### src/rtl/taylor_trig_accel.sv
// Fixed-point Taylor-series cos/sin accelerator with threshold and term-cap termination.
// One shared multiplier pair evaluates each new term (MUL), which is then tested/accumulated (ACC).
module taylor_trig_accel #(
  parameter int W         = 16,
  parameter int FRAC      = 8,
  parameter int MAX_TERMS = 8
) (
  input  logic                               clock,
  input  logic                               reset,
  input  logic                               start,
  input  logic                               mode,
  input  logic [W-1:0]                       x,
  input  logic [W-1:0]                       y,
  output logic [W-1:0]                       result,
  output logic                               ready,
  output logic [$clog2(MAX_TERMS+1)-1:0]     terms
);
  localparam int TW   = $clog2(MAX_TERMS + 1);
  localparam int PW   = 2 * W;
  localparam int NMAX = 2 * MAX_TERMS;
  localparam int NW   = $clog2(NMAX + 1);
  localparam logic signed [W-1:0] ONE  = W'(longint'(1) << FRAC);
  localparam logic signed [W-1:0] SMIN = {1'b1, {(W-1){1'b0}}};
  localparam logic signed [W-1:0] SMAX = {1'b0, {(W-1){1'b1}}};

  typedef enum logic [1:0] {IDLE, INIT, MUL, ACC} state_t;

  // round-half-up(2^FRAC / (n*(n+1))), evaluated at elaboration
  function automatic logic signed [W-1:0] recip_val(input int n);
    longint d;
    longint num;
    if (n < 1) return '0;
    d   = longint'(n) * longint'(n + 1);
    num = (longint'(1) << (FRAC + 1)) + d;
    return W'(num / (2 * d));
  endfunction

  logic signed [W-1:0] recip_lut [NMAX+1];
  for (genvar g = 0; g <= NMAX; g++) begin : g_lut
    assign recip_lut[g] = recip_val(g);
  end

  state_t              state_q, state_d;
  logic signed [W-1:0] x_q, x_d, x2_q, x2_d, term_q, term_d, tnew_q, tnew_d;
  logic signed [W-1:0] sum_q, sum_d, result_q, result_d;
  logic [W-1:0]        y_q, y_d;
  logic                mode_q, mode_d;
  logic [TW-1:0]       k_q, k_d, cnt_q, cnt_d, terms_q, terms_d;

  logic signed [PW-1:0] sq_full, p1_full, p2_full;
  logic signed [W-1:0]  p1, sum_sat;
  logic signed [W:0]    sum_ext;
  logic [W-1:0]         tabs;
  logic [NW-1:0]        n_idx;
  logic [TW-1:0]        cnt_inc;

  always_comb begin
    sq_full = PW'(x_q) * PW'(x_q);
    n_idx   = mode_q ? NW'({k_q, 1'b0}) : NW'({k_q, 1'b0}) - NW'(1);
    p1_full = PW'(term_q) * PW'(x2_q);
    p1      = W'(p1_full >>> FRAC);
    p2_full = PW'(p1) * PW'(recip_lut[n_idx]);
    cnt_inc = cnt_q + TW'(1);

    if (tnew_q == SMIN)   tabs = SMAX;
    else if (tnew_q[W-1]) tabs = -tnew_q;
    else                  tabs = tnew_q;

    sum_ext = (W+1)'(sum_q) + (W+1)'(tnew_q);
    if (sum_ext[W] != sum_ext[W-1]) sum_sat = sum_ext[W] ? SMIN : SMAX;
    else                            sum_sat = sum_ext[W-1:0];
  end

  always_comb begin
    state_d  = state_q;
    x_d      = x_q;
    y_d      = y_q;
    mode_d   = mode_q;
    x2_d     = x2_q;
    term_d   = term_q;
    tnew_d   = tnew_q;
    sum_d    = sum_q;
    k_d      = k_q;
    cnt_d    = cnt_q;
    result_d = result_q;
    terms_d  = terms_q;
    unique case (state_q)
      IDLE: begin
        if (start) begin
          x_d     = x;
          y_d     = y;
          mode_d  = mode;
          state_d = INIT;
        end
      end
      INIT: begin
        x2_d    = W'(sq_full >>> FRAC);
        k_d     = TW'(1);
        term_d  = mode_q ? x_q : ONE;
        sum_d   = mode_q ? x_q : ONE;
        cnt_d   = TW'(1);
        state_d = MUL;
      end
      MUL: begin
        tnew_d  = -W'(p2_full >>> FRAC);
        state_d = ACC;
      end
      ACC: begin
        // A term below threshold is discarded; the published sum excludes it
        if (tabs < y_q) begin
          result_d = sum_q;
          terms_d  = cnt_q;
          state_d  = IDLE;
        end else begin
          sum_d  = sum_sat;
          cnt_d  = cnt_inc;
          term_d = tnew_q;
          k_d    = k_q + TW'(1);
          if (cnt_inc == TW'(MAX_TERMS)) begin
            result_d = sum_sat;
            terms_d  = cnt_inc;
            state_d  = IDLE;
          end else begin
            state_d = MUL;
          end
        end
      end
      default: state_d = IDLE;
    endcase
  end

  always_ff @(posedge clock) begin
    if (!reset) begin
      state_q  <= IDLE;
      x_q      <= '0;
      y_q      <= '0;
      mode_q   <= 1'b0;
      x2_q     <= '0;
      term_q   <= '0;
      tnew_q   <= '0;
      sum_q    <= '0;
      k_q      <= '0;
      cnt_q    <= '0;
      result_q <= '0;
      terms_q  <= '0;
    end else begin
      state_q  <= state_d;
      x_q      <= x_d;
      y_q      <= y_d;
      mode_q   <= mode_d;
      x2_q     <= x2_d;
      term_q   <= term_d;
      tnew_q   <= tnew_d;
      sum_q    <= sum_d;
      k_q      <= k_d;
      cnt_q    <= cnt_d;
      result_q <= result_d;
      terms_q  <= terms_d;
    end
  end

  assign ready  = (state_q == IDLE);
  assign result = result_q;
  assign terms  = terms_q;

endmodule

### config.mk
export PLATFORM = sky130hd
export DESIGN_NAME = taylor_trig_accel
export DESIGN_NICKNAME = d
export VERILOG_FILES = /design/src/rtl/taylor_trig_accel.sv
export SDC_FILE = /design/constraint.sdc
export NUM_CORES = 2
export LEC_CHECK = 0
export BUFFER_PORTS_ARGS = -buffer_cell sky130_fd_sc_hd__clkbuf_2
export CAP_MARGIN = 25
export CELL_PAD_IN_SITES_DETAIL_PLACEMENT = 0
export CELL_PAD_IN_SITES_GLOBAL_PLACEMENT = 1
export CORE_MARGIN = 3
export CORE_UTILIZATION = 51
export DETAILED_ROUTE_END_ITERATION = 8
export GPL_TIMING_DRIVEN = 0
export PLACE_DENSITY = 0.89
export SLEW_MARGIN = 20
export SYNTH_ARGS = -nofsm -noshare
export SYNTH_HDL_FRONTEND = slang
export SYNTH_SLANG_ARGS = --single-unit
### constraint.sdc
create_clock -name clock -period 13.2 [get_ports clock]
set_clock_uncertainty 0.2 [all_clocks]
set_input_delay 1.32 -clock clock [delete_from_list [all_inputs] [get_ports clock]]
set_output_delay 1.32 -clock clock [all_outputs]
set_load 0.05 [all_outputs]
# After elaboration in Yosys (flattened, before gate mapping)
# Memories as Yosys holds them, arrays and structs flattened.
# Index checks and enable logic that the tools add are counted.
[totals]
wordCells = 63
mem_count = 1
register_bits = 127
mem_bits_ro = 512
output_inout_bits = 21
in_bits = 36
[mem_list]
columns = ["memory", "words", "word_bits", "rd", "rd_ports_with_merged_regs", "wr", "line", "source"]
rows = [
  ["(name not given)", 32, 16, 1, 0, 0, "62", "p2_full = PW'(p1) * PW'(recip_lut[n_idx]);"],
]
[classes]
n_mul = 3
eq_ne = 8
n_reduce_logical = 6
n_addsub = 6
muxes = 24
n_bitwise = 1
n_lt_le_gt_ge = 2
[op_table]
columns = ["operator", "count"]
rows = [
  ["$mux W16", 11],
  ["$mul A16 B16 Y24", 3],
  ["$pmux W16 S2", 2],
  ["$neg A16 Y16", 2],
  ["$add A16 B16 Y17", 1],
  ["$eq A16 B16 Y1 const B", 1],
  ["$lt A16 B16 Y1", 1],
  ["$mux W4", 4],
  ["$pmux W4 S2", 2],
  ["$add A4 B1 Y4 const B", 2],
  ["$pmux W2 S4", 1],
  ["$ge A6 B6 Y1 const B", 1],
  ["$mux W2", 3],
  ["$not A5 Y6", 1],
  ["$reduce_and A2 Y1", 3],
  ["$mux W5", 1],
  ["$sub A5 B1 Y5 const B", 1],
  ["$eq A2 B2 Y1 const B", 2],
  ["$eq A4 B4 Y1 const B", 1],
  ["$ne A2 B2 Y1 const B", 2],
  ["$reduce_bool A2 Y1", 2],
  ["$eq A2 B1 Y1 const B", 1],
  ["$logic_not A2 Y1", 1],
  ["$ne A1 B1 Y1", 1],
]

# Logic depth before layout (Yosys ltp)
[depth]
word_depth = 8
mapped_depth = 47
mapped_depth_nobuf = 46

# Worst setup path after synthesis
# No wires, ideal clock.
[synth_path]
kind = "register to register"
startpoint = "register term_q[7]"
endpoint = "register tnew_q[13]"
path_slack_ns = 1.605
setup_time_ns = 0.074
n_path_buf = 2
required_time_ns = 12.926
path_stages_with_launch = 42
period_less_slack_ns = 11.595
t_arrival_ns = 11.320
cell_sequence = "dfxtp_1 clkbuf_1 clkbuf_1 nand2_1 fa_1 fa_1 fa_1 fa_1 fa_1 fa_1 inv_1 ha_1 o21ai_0 nand2b_1 a31oi_1 a21oi_1 a21o_1 xnor2_1 [... 6 more ...] inv_1 fa_1 inv_1 fa_1 inv_1 ha_1 nand2_1 nor4_1 o211ai_1 a2111oi_0 a21oi_1 o21ai_2 o2bb2ai_1 o2111ai_1 nor3_4 or4b_1 a21o_1 a31oi_1"
[synth_between]
elab_chain_cells = 3
[synth_lines]
columns = ["item", "line", "source"]
rows = [
  ["start: declaration", "44", "logic signed [W-1:0] x_q, x_d, x2_q, x2_d, term_q, term_d, tnew_q, tnew_d;"],
  ["start signal: assignment", "152", "term_q <= term_d;"],
  ["$mul A16 B16 Y24", "60", "p1_full = PW'(term_q) * PW'(x2_q);"],
  ["$mul A16 B16 Y24", "62", ""],
  ["$neg A16 Y16", "105", "tnew_d = -W'(p2_full >>> FRAC);"],
  ["end signal: assignment", "153", "tnew_q <= tnew_d;"],
  ["end: declaration", "44", ""],
]
# No other way between the ends.
# A chain may end at the register's enable or synchronous reset.

# Worst setup path after layout
[layout_path]
startpoint = "register term_q[3]"
endpoint = "register tnew_q[6]"
# Same word-level chain as after synthesis.

==> impl_metrics.prom <==
# TYPE chip_impl_metric gauge
chip_impl_metric{name="post_dp_hpwl",unit="mm"} 53.7
chip_impl_metric{name="drt_iter0_markers",unit=""} 1315
chip_impl_metric{name="place_area",unit="sq um"} 25900
chip_impl_metric{name="critical_path.n_buffers_inverters",unit=""} 13
chip_impl_metric{name="n_antenna_cell",unit=""} 0
chip_impl_metric{name="floorplan.die.width",unit="um"} 227
chip_impl_metric{name="reg2reg_depth",unit=""} 46
chip_impl_metric{name="grt_overflow_total",unit=""} 0
chip_impl_metric{name="async_reset_ff_share",unit="%"} 0
chip_impl_metric{name="drc",unit=""} 0
chip_impl_metric{name="chipHeight",unit="um"} 227
chip_impl_metric{name="rrSetupSlack",unit="ps"} 600
chip_impl_metric{name="critPathRequiredTime",unit="ps"} 13280
chip_impl_metric{name="depth_of_the_cts_h_tree",unit=""} 4
chip_impl_metric{name="static-leakage-power",unit="nW"} 12.6
chip_impl_info{name="setup.worst_path.class",value="reg -> reg"} 1
chip_impl_info{name="yosys_most_used_dff",value="sky130_fd_sc_hd__dfxtp_1"} 1
chip_impl_metric{name="clk-insertion-delay-late",unit="ps"} 430
chip_impl_metric{name="postRouteAntennaNets",unit=""} 0
chip_impl_info{name="timing.rr.end",value="tnew_q[6]"} 1
chip_impl_info{name="timing.critical_path.from_type",value="register"} 1
chip_impl_metric{name="antenna_found_initial",unit=""} 0
chip_impl_metric{name="tritoncts_num_sinks",unit=""} 127
chip_impl_metric{name="floorplan.rows",unit=""} 80
chip_impl_info{name="result_of_the_run",value="completed"} 1
chip_impl_metric{name="max_stage_delay",unit="ps"} 570
chip_impl_metric{name="drv_cap",unit=""} 0
chip_impl_metric{name="drtPass1Iterations",unit=""} 6
chip_impl_metric{name="post_route_cells_drive_above_1_share",unit="%"} 6.28
chip_impl_metric{name="syn-num-nets",unit=""} 3671
chip_impl_metric{name="coreArea",unit="sq um"} 47900
chip_impl_metric{name="fin_crit",unit="ps"} 12600
chip_impl_metric{name="clk_pin_slew",unit="ps"} 70
chip_impl_metric{name="cell_count_after_synthesis",unit=""} 2933
chip_impl_metric{name="floorplan.initialDensity",unit="%"} 51.8
chip_impl_metric{name="yosysWarningCount",unit=""} 0
chip_impl_metric{name="first_global_vias",unit=""} 20900
chip_impl_metric{name="distinct_cells_synth",unit=""} 71
chip_impl_metric{name="max_slew_margin",unit="%"} 37.7
chip_impl_metric{name="syn_area",unit="sq um"} 24800
chip_impl_metric{name="post-layout-total-power",unit="mW"} 2.22
chip_impl_info{name="cts_root_buf",value="sky130_fd_sc_hd__clkbuf_16"} 1
chip_impl_info{name="holdPathEnd",value="y_q[8]"} 1
chip_impl_metric{name="place_congestion",unit=""} 0.919
chip_impl_metric{name="ir_worst_vdd",unit="uV"} 105
chip_impl_metric{name="report.final.hold_viol_count",unit=""} 0
chip_impl_info{name="timing.hold.worst.start",value="y_q[8]"} 1
chip_impl_metric{name="timing.critical_path.fanout_max",unit=""} 10
chip_impl_metric{name="hold_ws",unit="ps"} 257
chip_impl_metric{name="cts_max_path_buffers",unit=""} 2
chip_impl_info{name="cp_slowest_cell",value="sky130_fd_sc_hd__dfxtp_1"} 1
chip_impl_metric{name="hold_path_depth",unit=""} 2
chip_impl_metric{name="globalRouteTotalUtil",unit="%"} 26.2
chip_impl_metric{name="ios",unit=""} 57
chip_impl_metric{name="cts_buffers",unit=""} 17
chip_impl_metric{name="routed-via-count",unit=""} 20000
chip_impl_metric{name="synth_sequential_area_ratio",unit="%"} 10.2
chip_impl_metric{name="fmax",unit="MHz"} 79.4
chip_impl_metric{name="fp.dieArea",unit="sq um"} 51400
chip_impl_metric{name="synth-seq-cells",unit=""} 127
chip_impl_metric{name="grt_start_max_net_pins",unit=""} 17
chip_impl_info{name="cp-end-kind",value="register"} 1
chip_impl_metric{name="crit_arrival",unit="ps"} 12680
chip_impl_metric{name="postSynthAreaPerCell",unit="sq um"} 8.47
chip_impl_info{name="worst_r2r_startpoint",value="term_q[3]"} 1
chip_impl_info{name="min-delay-path-class",value="reg -> reg"} 1
chip_impl_metric{name="final_design_area_no_fill",unit="sq um"} 26700
chip_impl_metric{name="grt_first_pass_wirelength",unit="mm"} 107
chip_impl_metric{name="areaGrowthSynthToFinish",unit="%"} 7.46
chip_impl_metric{name="design.final.nets",unit=""} 3749
chip_impl_metric{name="worstMarginPinSlew",unit="ps"} 924
chip_impl_metric{name="number_of_pins_with_negative_max_slew_slack_in_the_final_report",unit=""} 0
chip_impl_info{name="tritoncts",value="yes"} 1
chip_impl_metric{name="finalWirelength",unit="mm"} 64.9
chip_impl_metric{name="port_buffers",unit=""} 55
chip_impl_metric{name="final-setup-viol-count",unit=""} 0
chip_impl_metric{name="via_per_inst",unit=""} 5.48
chip_impl_info{name="worst_path_dominant_cell_family",value="adder cells"} 1
chip_impl_metric{name="powerDensity",unit="nW/um^2"} 83.0
chip_impl_metric{name="wire_per_inst",unit="um"} 17.8
chip_impl_metric{name="timing.final.crit_share",unit="%"} 95.5
chip_impl_metric{name="synth-edff-count",unit=""} 0
-- registers in the layout, indices dropped and copies added (netlist names), 16 cells and up --
register and flops:
term_q 16, sum_q 16, result 16, y_q 16, tnew_q 16, x2_q 16
x_q 16
-- synthesized netlist by cell type, drive strengths merged, types with 3 or more instances --
library cell,instances,area [sq um]
inv,616,2310
fa,436,8730
nand2,390,1460
ha,266,3330
nor2,196,736
and2,135,845
dfxtp,127,2540
a21oi,125,626
clkbuf,114,428
xnor2,79,692
o21ai,68,348
xor2,37,324
nand3,35,175
nand2b,27,169
nor3,26,141
a21o,23,173
or2,21,131
a31oi,18,128
nor2b,17,109
a311oi,15,131
o211ai,14,105
o21bai,13,97.6
a22oi,11,82.6
and3,10,62.6
nand4,10,62.6
a221o,9,90.1
nor4,9,62.6
o221a,9,101
a211oi,8,65.1
o21a,7,52.6
buf,6,41.3
o31ai,6,45.0
a2111oi,5,56.3
nand3b,5,37.5
or3,5,31.3
mux2i,4,40.0
a21boi,3,22.5
a221oi,3,38.8
-- cell usage in the layout, fill, tap and decap left out, types with 23 or more instances in the layout --
cell type / Yosys / layout
sky130_fd_sc_hd__inv_1: 614 / 614
sky130_fd_sc_hd__fa_1: 436 / 436
sky130_fd_sc_hd__nand2_1: 390 / 390
sky130_fd_sc_hd__ha_1: 266 / 266
sky130_fd_sc_hd__nor2_1: 196 / 196
sky130_fd_sc_hd__and2_1: 135 / 135
sky130_fd_sc_hd__a21oi_1: 125 / 124
sky130_fd_sc_hd__dfxtp_1: 127 / 113
sky130_fd_sc_hd__clkbuf_1: 114 / 90
sky130_fd_sc_hd__xnor2_1: 79 / 74
sky130_fd_sc_hd__clkbuf_2: 0 / 65
sky130_fd_sc_hd__o21ai_0: 63 / 63
sky130_fd_sc_hd__xor2_1: 37 / 36
sky130_fd_sc_hd__nand3_1: 35 / 35
sky130_fd_sc_hd__nand2b_1: 27 / 27
sky130_fd_sc_hd__nor3_1: 25 / 25
sky130_fd_sc_hd__a21o_1: 23 / 23
-- cell type report --
type / count / area, sq um
fill: 4383 / 21200
multi-input combinational: 2070 / 19600
sequential: 127 / 2560
inverter: 616 / 2310
tap: 615 / 769
buffer: 116 / 500
clock buffer: 17 / 425
timing repair buffer: 63 / 332
clock inverter: 15 / 186
-- worst max path at each step --
stage / from / cells after the start / slack (ps) / endpoint
after floorplan: term_q[7] / 41 / 1610 / tnew_q[13]
after global placement: term_q[7] / 41 / -760 / tnew_q[13]
after detailed placement: term_q[7] / 42 / -410 / tnew_q[13]
after CTS: term_q[4] / 43 / 20 / tnew_q[13]
after global routing: term_q[2] / 43 / -20 / tnew_q[13]
final: term_q[3] / 46 / 600 / tnew_q[6]
-- repair_timing --
action,in CTS,in global routing
gates resized for setup,15,62
buffers inserted,0,7
setup endpoints to repair,9,12
pin swaps,0,4
hold buffers,0,0
hold endpoints to repair,0,0
-- power by group --
group          leakage [nW]  switching (mW)  total (mW)  internal [mW]
sequential             1.04          0.0744       0.497          0.422
clock                 0.292           0.196       0.496          0.300
combinational          11.3           0.765        1.22          0.458
-- per-stage QoR --
| stage | util, % | TNS [ps] | cells | setup slack [ps] |
|---|---|---|---|---|
| 2_1_floorplan | - | 0 | 2933 | 1610 |
| 3_3_place_gp | 54.0 | -4850 | 3603 | -755 |
| 3_5_place_dp | 54.0 | -1200 | 3604 | -405 |
| 4_1_cts | 55.4 | 0 | 3634 | 18.0 |
| 5_1_grt | 55.7 | -50.1 | 3639 | -18.8 |
| 6_report | 55.7 | 0 | 3639 | 600 |
-- cells by family after synthesis --
| logic type | after synthesis | synth area share [%] |
|---|---|---|
| adders and majority gates | 702 | 48.5 |
| buffers and inverters | 736 | 11.2 |
| DFF | 127 | 10.2 |
| and+or+nand+nor | 894 | 16.5 |
| AOI/OAI and AO/OA | 354 | 9.30 |
| xor gates and xnor gates | 116 | 4.09 |
| muxes | 4 | 0.161 |
-- routing by layer --
layer,up-vias,share of wire [%],GRT usage (%)
met5,-,0,0
met4,0,3.4,9.00
met3,139,6.7,3.65
met2,691,47,42.3
met1,9892,43,36.4
li1,9230,-,-
-- tightest hold or removal path: cells and delay by family (launching register included) --
kind,cells,cell delay (ps)
compound gates,1,50
flops,1,310
simple gates,1,50
Power figures use the tool's default switching activity.
